## src/rtl/alu_nibble_seq.sv

```systemverilog
// Multi-cycle sequencer that drives a 4-bit ALU one nibble per cycle,
// LSB nibble first with chained carry, and presents the wide result.
module alu_nibble_seq #(
  parameter int NIBBLES = 2
) (
  input  logic                 clk,
  input  logic                 rst_n,
  input  logic                 in_valid,
  output logic                 in_ready,
  input  logic [2:0]           in_op,
  input  logic [4*NIBBLES-1:0] in_a,
  input  logic [4*NIBBLES-1:0] in_b,
  output logic [3:0]           alu_a,
  output logic [3:0]           alu_b,
  output logic [2:0]           alu_c,
  output logic                 alu_cin,
  input  logic [3:0]           alu_result,
  input  logic                 alu_zero,
  input  logic                 alu_overflow,
  input  logic                 alu_carry,
  output logic                 out_valid,
  input  logic                 out_ready,
  output logic [4*NIBBLES-1:0] out_result,
  output logic                 out_zero,
  output logic                 out_overflow,
  output logic                 out_carry,
  output logic                 busy
);

  localparam int W  = 4 * NIBBLES;
  localparam int IW = (NIBBLES > 1) ? $clog2(NIBBLES) : 1;
  localparam logic [IW-1:0] LAST_IDX = IW'(NIBBLES - 1);

  localparam logic [2:0] OP_ADD = 3'b000;
  localparam logic [2:0] OP_SUB = 3'b001;
  localparam logic [2:0] OP_LT  = 3'b110;
  localparam logic [2:0] OP_EQ  = 3'b111;

  typedef enum logic [1:0] {
    ST_IDLE = 2'b00,
    ST_RUN  = 2'b01,
    ST_DONE = 2'b10
  } state_t;

  state_t          state_r;
  state_t          state_s;
  logic [2:0]      op_r;
  logic [W-1:0]    a_r;
  logic [W-1:0]    b_r;
  logic [IW-1:0]   idx_r;
  logic [W-1:0]    acc_r;
  logic [W-1:0]    acc_s;
  logic            cin_r;
  logic            top_ovf_r;
  logic            top_carry_r;
  logic            ready_r;
  logic            out_valid_r;
  logic [W-1:0]    out_result_r;
  logic            out_zero_r;
  logic            out_ovf_r;
  logic            out_carry_r;

  logic            accept_s;
  logic            last_s;
  logic            load_s;
  logic            drain_s;
  logic [3:0]      alu_a_s;
  logic [3:0]      alu_b_s;
  logic [2:0]      alu_c_s;
  logic            alu_cin_s;
  logic [W-1:0]    result_s;
  logic            ovf_s;
  logic            carry_s;
  logic            alu_zero_unused_s;

  // The ALU zero flag is not needed: out_zero is recomputed on the wide result.
  assign alu_zero_unused_s = alu_zero;

  assign accept_s = in_valid && ready_r && (state_r == ST_IDLE);
  assign last_s   = (idx_r == LAST_IDX);
  assign load_s   = (state_r == ST_DONE) && !out_valid_r;
  assign drain_s  = (state_r == ST_DONE) && out_valid_r && out_ready;

  // State register
  always_ff @(posedge clk or negedge rst_n) begin
    if (!rst_n) begin
      state_r <= ST_IDLE;
    end else begin
      state_r <= state_s;
    end
  end

  // Next-state logic
  always_comb begin
    state_s = state_r;
    case (state_r)
      ST_IDLE: begin
        if (accept_s) state_s = ST_RUN;
        else          state_s = ST_IDLE;
      end
      ST_RUN: begin
        if (last_s) state_s = ST_DONE;
        else        state_s = ST_RUN;
      end
      ST_DONE: begin
        if (drain_s) state_s = ST_IDLE;
        else         state_s = ST_DONE;
      end
      default: state_s = ST_IDLE;
    endcase
  end

  // ALU drive: current nibble of the registered operands; compare ops run as subtract
  always_comb begin
    alu_a_s   = 4'h0;
    alu_b_s   = 4'h0;
    alu_c_s   = 3'b000;
    alu_cin_s = 1'b0;
    if (state_r == ST_RUN) begin
      alu_a_s = a_r[{idx_r, 2'b00} +: 4];
      alu_b_s = b_r[{idx_r, 2'b00} +: 4];
      case (op_r)
        OP_ADD: begin
          alu_c_s   = OP_ADD;
          alu_cin_s = (idx_r == {IW{1'b0}}) ? 1'b0 : cin_r;
        end
        OP_SUB, OP_LT, OP_EQ: begin
          alu_c_s   = OP_SUB;
          alu_cin_s = (idx_r == {IW{1'b0}}) ? 1'b1 : cin_r;
        end
        default: begin
          alu_c_s   = op_r;
          alu_cin_s = 1'b0;
        end
      endcase
    end else begin
      alu_c_s = 3'b000;
    end
  end

  assign alu_a   = alu_a_s;
  assign alu_b   = alu_b_s;
  assign alu_c   = alu_c_s;
  assign alu_cin = alu_cin_s;

  // Accumulator with the current pass's result merged into its nibble slot
  always_comb begin
    acc_s = acc_r;
    acc_s[{idx_r, 2'b00} +: 4] = alu_result;
  end

  // Command capture and per-pass accumulation
  always_ff @(posedge clk or negedge rst_n) begin
    if (!rst_n) begin
      ready_r     <= 1'b0;
      op_r        <= 3'b000;
      a_r         <= {W{1'b0}};
      b_r         <= {W{1'b0}};
      idx_r       <= {IW{1'b0}};
      acc_r       <= {W{1'b0}};
      cin_r       <= 1'b0;
      top_ovf_r   <= 1'b0;
      top_carry_r <= 1'b0;
    end else begin
      ready_r <= (state_s == ST_IDLE);
      if (accept_s) begin
        op_r  <= in_op;
        a_r   <= in_a;
        b_r   <= in_b;
        idx_r <= {IW{1'b0}};
        acc_r <= {W{1'b0}};
        cin_r <= 1'b0;
      end else if (state_r == ST_RUN) begin
        acc_r <= acc_s;
        cin_r <= alu_carry;
        if (last_s) begin
          top_ovf_r   <= alu_overflow;
          top_carry_r <= alu_carry;
          idx_r       <= {IW{1'b0}};
        end else begin
          idx_r <= idx_r + {{(IW-1){1'b0}}, 1'b1};
        end
      end
    end
  end

  // Result assembly; compares reduce the subtract difference to a single bit
  always_comb begin
    result_s = acc_r;
    ovf_s    = top_ovf_r;
    carry_s  = top_carry_r;
    case (op_r)
      OP_ADD, OP_SUB: begin
        result_s = acc_r;
      end
      OP_LT: begin
        result_s = {{(W-1){1'b0}}, acc_r[W-1] ^ top_ovf_r};
      end
      OP_EQ: begin
        result_s = {{(W-1){1'b0}}, (acc_r == {W{1'b0}})};
      end
      default: begin
        ovf_s   = 1'b0;
        carry_s = 1'b0;
      end
    endcase
  end

  // Output registers: loaded once in DONE, held until the consumer takes them
  always_ff @(posedge clk or negedge rst_n) begin
    if (!rst_n) begin
      out_valid_r  <= 1'b0;
      out_result_r <= {W{1'b0}};
      out_zero_r   <= 1'b0;
      out_ovf_r    <= 1'b0;
      out_carry_r  <= 1'b0;
    end else if (load_s) begin
      out_valid_r  <= 1'b1;
      out_result_r <= result_s;
      out_zero_r   <= (result_s == {W{1'b0}});
      out_ovf_r    <= ovf_s;
      out_carry_r  <= carry_s;
    end else if (drain_s) begin
      out_valid_r <= 1'b0;
    end
  end

  assign in_ready     = ready_r;
  assign out_valid    = out_valid_r;
  assign out_result   = out_result_r;
  assign out_zero     = out_zero_r;
  assign out_overflow = out_ovf_r;
  assign out_carry    = out_carry_r;
  assign busy         = (state_r != ST_IDLE);

endmodule

```

## config.mk

```make
export PLATFORM = sky130hd
export DESIGN_NAME = alu_nibble_seq
export DESIGN_NICKNAME = d
export VERILOG_FILES = /design/src/rtl/alu_nibble_seq.sv
export SDC_FILE = /design/constraint.sdc
export NUM_CORES = 1
export LEC_CHECK = 0
export BUFFER_PORTS_ARGS = -buffer_cell sky130_fd_sc_hd__clkbuf_2
export CORE_ASPECT_RATIO = 1.4
export CORE_UTILIZATION = 54
export DETAILED_ROUTE_END_ITERATION = 12
export PLACE_DENSITY_LB_ADDON = 0.25
export SETUP_SLACK_MARGIN = 0.2
export SLEW_MARGIN = 0
export SYNTH_ARGS = -nofsm -noshare
export SYNTH_HDL_FRONTEND = slang
export SYNTH_SLANG_ARGS = --single-unit
```

## constraint.sdc

```tcl
create_clock -name clk -period 2.8 [get_ports clk]
set_input_delay 0.42 -clock clk [delete_from_list [all_inputs] [get_ports clk]]
set_output_delay 0.42 -clock clk [all_outputs]
set_load 0.1 [all_outputs]
```

# After elaboration in Yosys (flattened, before gate mapping)
# Cells that the tools add are included.
# op_classes
n_reduce_logical	17
n_eq_ne	5
n_bitwise	2
addsub	2
mux	25
shift	4
# ops
op	count
zero test 8 bit	2
2-to-1 mux 8 bit	2
one-hot mux 8 bit (2 select lines)	1
indexed part select 8 x 4 -> 4 bit	2
2-to-1 mux 1 bit	13
bitwise mux 8 bit	1
2-to-1 mux 4 bit	2
variable shift 4 x 5 -> 8 bit (first input constant)	1
indexed part select 4 x 5 -> 8 bit	1
equality test 3 bit (second input constant)	2
one-hot mux 2 bit (3 select lines)	1
one-hot mux 3 bit (2 select lines)	1
nonzero test 2 bit	3
logical AND 1 bit	5
negation 3 -> 5 bit	1
zero test 2 bit	2
2-to-1 mux 2 bit	2
OR reduction 4 bit	1
equality test 3 x 1 -> 1 bit (second input constant)	1
zero test 3 bit	1
2-to-1 mux 3 bit	1
AND reduction 3 bit	1
OR reduction 3 bit	1
equality test 2 x 1 -> 1 bit (second input constant)	1
other kinds (6)	6
# totals
output_inout_bits	26
input_bits	30
reg_bits	46

# Longest topological paths before layout
# depth
depth_word	6
mapped_depth	6
depth_no_buf	4

# Worst setup path after synthesis
# No wires, ideal clock.
# synth_path
path_type	reg-to-output
from	reg idx_r
to	out alu_cin
slack_ps	149
path_stages_with_launch	4
required_ps	2380
arrival_time_ps	2231
cell_sequence	dfrtp_1 -> clkbuf_1 -> o211ai_1 -> a21oi_1
# synth_via
elab_chain_cells	3
# synth_lines
item	line	rtl
start, declared	50	logic [IW-1:0] idx_r;
start signal, assigned	159	idx_r <= {IW{1'b0}};
start signal, assigned	170	idx_r <= {IW{1'b0}};
start signal, assigned	179	idx_r <= {IW{1'b0}};
2-to-1 mux 1 bit, on equally long branches	129, 125	
one-hot mux 1 bit (2 select lines) (*)	122	case (op_r)
2-to-1 mux 1 bit (*)	119	if (state_r == ST_RUN) begin
end, declared	16	output logic alu_cin,
# Every way passes the cells marked *; elsewhere a longest branch is shown, timed or not.

# Final worst setup path
# Same ends and word-level chain as after synthesis.

==> run metrics <==
status=complete, no violations; core box area=0.00364 mm2; Syn Inst Count=around 190; Clock Skew=approximately 0.0025 ns; CTS tree=done; Post-CTS Resized=0; Final nets=between 200 and 300; Hold Buf Count CTS=0; H-tree Lvls=2; delay-heaviest family, CP=flip-flops; DR vias/cell=approximately 5.2; Clock Path Buffers=2; crit-path cells=o211ai_1 -> a21oi_2 -> clkbuf_2; root buffer cell=clkbuf_8; Worst Tran Pin Value=0.740 ns; Startpoint Class=register; first-pass GRT wire length=5.86 mm; sequential cell area fraction in the yosys report=~56%; Yosys reg bits=46; top cell type's share of synthesized area=between 50% and 60%; cts bufs inserted=5; overall routing resource usage=roughly 21%; period utilization=between 80% and 90%; DR pass1 iterations=6; CTS Sinks=46; wire per inst=~13 um; Starting Density=approximately 56%; Rel. slew slack=50.7%; Fin. Hold Viols=0; DRC errors left=0; Avg Cell Area, Syn=about 11 um2; WS Path Type=register to output pin; CP Max Fanout=18; share of cells above drive strength 1=38.8%; setup bufs post-CTS=0; worst path required time=2.38 ns; area delta synth->final=20.7%; total number of vias=about 1500; HPWL Detailed=2.77 mm; WL final=3.66 mm; crit end category=output pin; Worst Path Arrival=a little under 2 ns; die height=about 75 um; Filler cells=314; vias in the first global route=between 1000 and 1500; post-route setup TNS=0 ns; RSZ-0062 raised after global routing=false; syn_nets=roughly 220; Slowest cell on crit path=dfrtp_1; Peak Freq=~420 MHz; Slew Limit Fails=0; global route overflow=0; clk_lat worst skew=approximately 0.29 ns; most area-consuming cells after synthesis=dfrtp_1 (56%), mux2_2 (10%), nand2_1 (4.8%); largest net degree at the start of global routing=30; Final ANT Viol Nets=0; minimum clock period=2.40 ns; Iter 0 DRT Violations=40; Row Count=26; WP buf/inv=1; Clock transition at path regs=roughly 0.080 ns; R2R Path Start=state_r[1]; synthesized area=0.00205 mm2; I/O pin total=56; CP Launch Point=idx_r; full die area=0.00404 mm2; diode count=0; initial antenna violation count=0; gpl congestion=about 0.76; Die X=54.0 um; Hold Path Class=input pin to async pin; PortBufs=54; # setup viols final=0; Max-Cap Viols=0; cell taking the most area after synthesis=dfrtp_1; Ys Warns=0; Yosys cell types=32; CP peak stage delay=around 0.83 ns
==> cells in the final DEF (no fill, tap or decap), types with 2 or more instances in the layout <==
cell      Yosys  routed
o21ai_0      11      11
mux2_2       19      19
clkbuf_8      0       6
nor2_2        0       5
ha_1          3       3
mux2i_1       8       8
nand2b_1      9       9
nor2_1       14       9
dfrtp_1      46      46
and2_1        2       2
or3_1         2       2
nand2_1      26      26
a21oi_1       6       5
inv_1         5       5
buf_4         0       5
nand3_1       5       5
a22o_1        3       3
clkbuf_2      0      54
==> cell families (layout without fill, tap and decap cells) <==
| kind of cell | count (synthesis) | in the layout | share of synthesized area [%] |
|---|---|---|---|
| AO/OA/AOI/OAI | 28 | 28 | 8.81 |
| AND/OR/NAND/NOR | 65 | 65 | 15.2 |
| buffers and inverters | 15 | 72 | 3.06 |
| flip-flops | 46 | 46 | 56.3 |
| XOR/XNOR | 1 | 1 | 0.428 |
| multiplexers | 27 | 27 | 14.4 |
| adder cells (fa/ha/maj) | 3 | 3 | 1.84 |
==> area by class of cell <==
class / instances / area [um2] / share of cell area [%]
clock buffer: 7 / 86.3 / 3.50
multi-input combinational: 124 / 848 / 34.3
tap: 42 / 52.6 / 2.13
sequential: 46 / 1150 / 46.6
inverter: 5 / 18.8 / 0.760
clock inverter: 1 / 5.00 / 0.203
timing repair buffer: 59 / 308 / 12.5
==> worst paths after layout <==
check | end | slack [ns] | depth (start not counted)
setup / recovery | alu_cin | 0.40 | 3
hold / removal | out_result[1] | 0.05 | 1
setup reg to reg | acc_r[3] | 0.92 | 4
hold reg to reg | out_carry | 0.47 | 2
max in group asynchronous | cin_r | 2.03 | 2
min in group clk | op_r[2] | 0.33 | 3
==> cell usage after synthesis, drive strengths merged <==
master / n
nand2b: 9
nand2: 26
o221ai: 1
dfrtp: 46
nand3: 5
nor3: 1
a21o: 1
nor2: 14
o211ai: 1
o211a: 1
and2: 2
xnor2: 1
mux2i: 8
or2b: 1
or4: 1
buf: 5
nor2b: 1
o21bai: 1
mux2: 19
inv: 5
o21ai: 11
nor4: 1
or2: 1
and3: 1
a21oi: 6
ha: 3
a22o: 4
a32o: 1
or3: 2
clkbuf: 5
o31ai: 1
==> through the flow <==
step | instance area [um2] | utilization (%) | hold slack [ns] | setup slack, ns | std cells
finish | 2470 | 67.8 | 0.0525 | 0.399 | 284
global route | 2470 | 67.8 | 0.0851 | 0.267 | 284
CTS | 2470 | 67.8 | 0.0606 | 0.379 | 284
detailed placement | 2380 | 65.3 | 0.381 | 0.718 | 276
global placement | 2380 | 65.3 | 0.378 | 0.734 | 276
floorplan | 2060 | - | 0.124 | 0.294 | 185
==> registers in the layout, indices dropped and copies added, names as in the netlist <==
signal / cells
a_r: 8
acc_r: 8
b_r: 8
out_result: 8
op_r: 3
state_r: 2
cin_r: 1
idx_r: 1
in_ready: 1
out_carry: 1
out_overflow: 1
out_valid: 1
out_zero: 1
top_carry_r: 1
top_ovf_r: 1
==> routing by layer <==
layer	track usage, %	routed length (um)	vias up
met5	0	0	-
met4	13.7	121	0
met3	4.44	166	11
met2	33.9	1810	42
met1	23.9	1560	680
li1	-	-	739
Power is not shown: default switching activity piles up to over one toggle a cycle in this logic, so the estimate is an artifact.
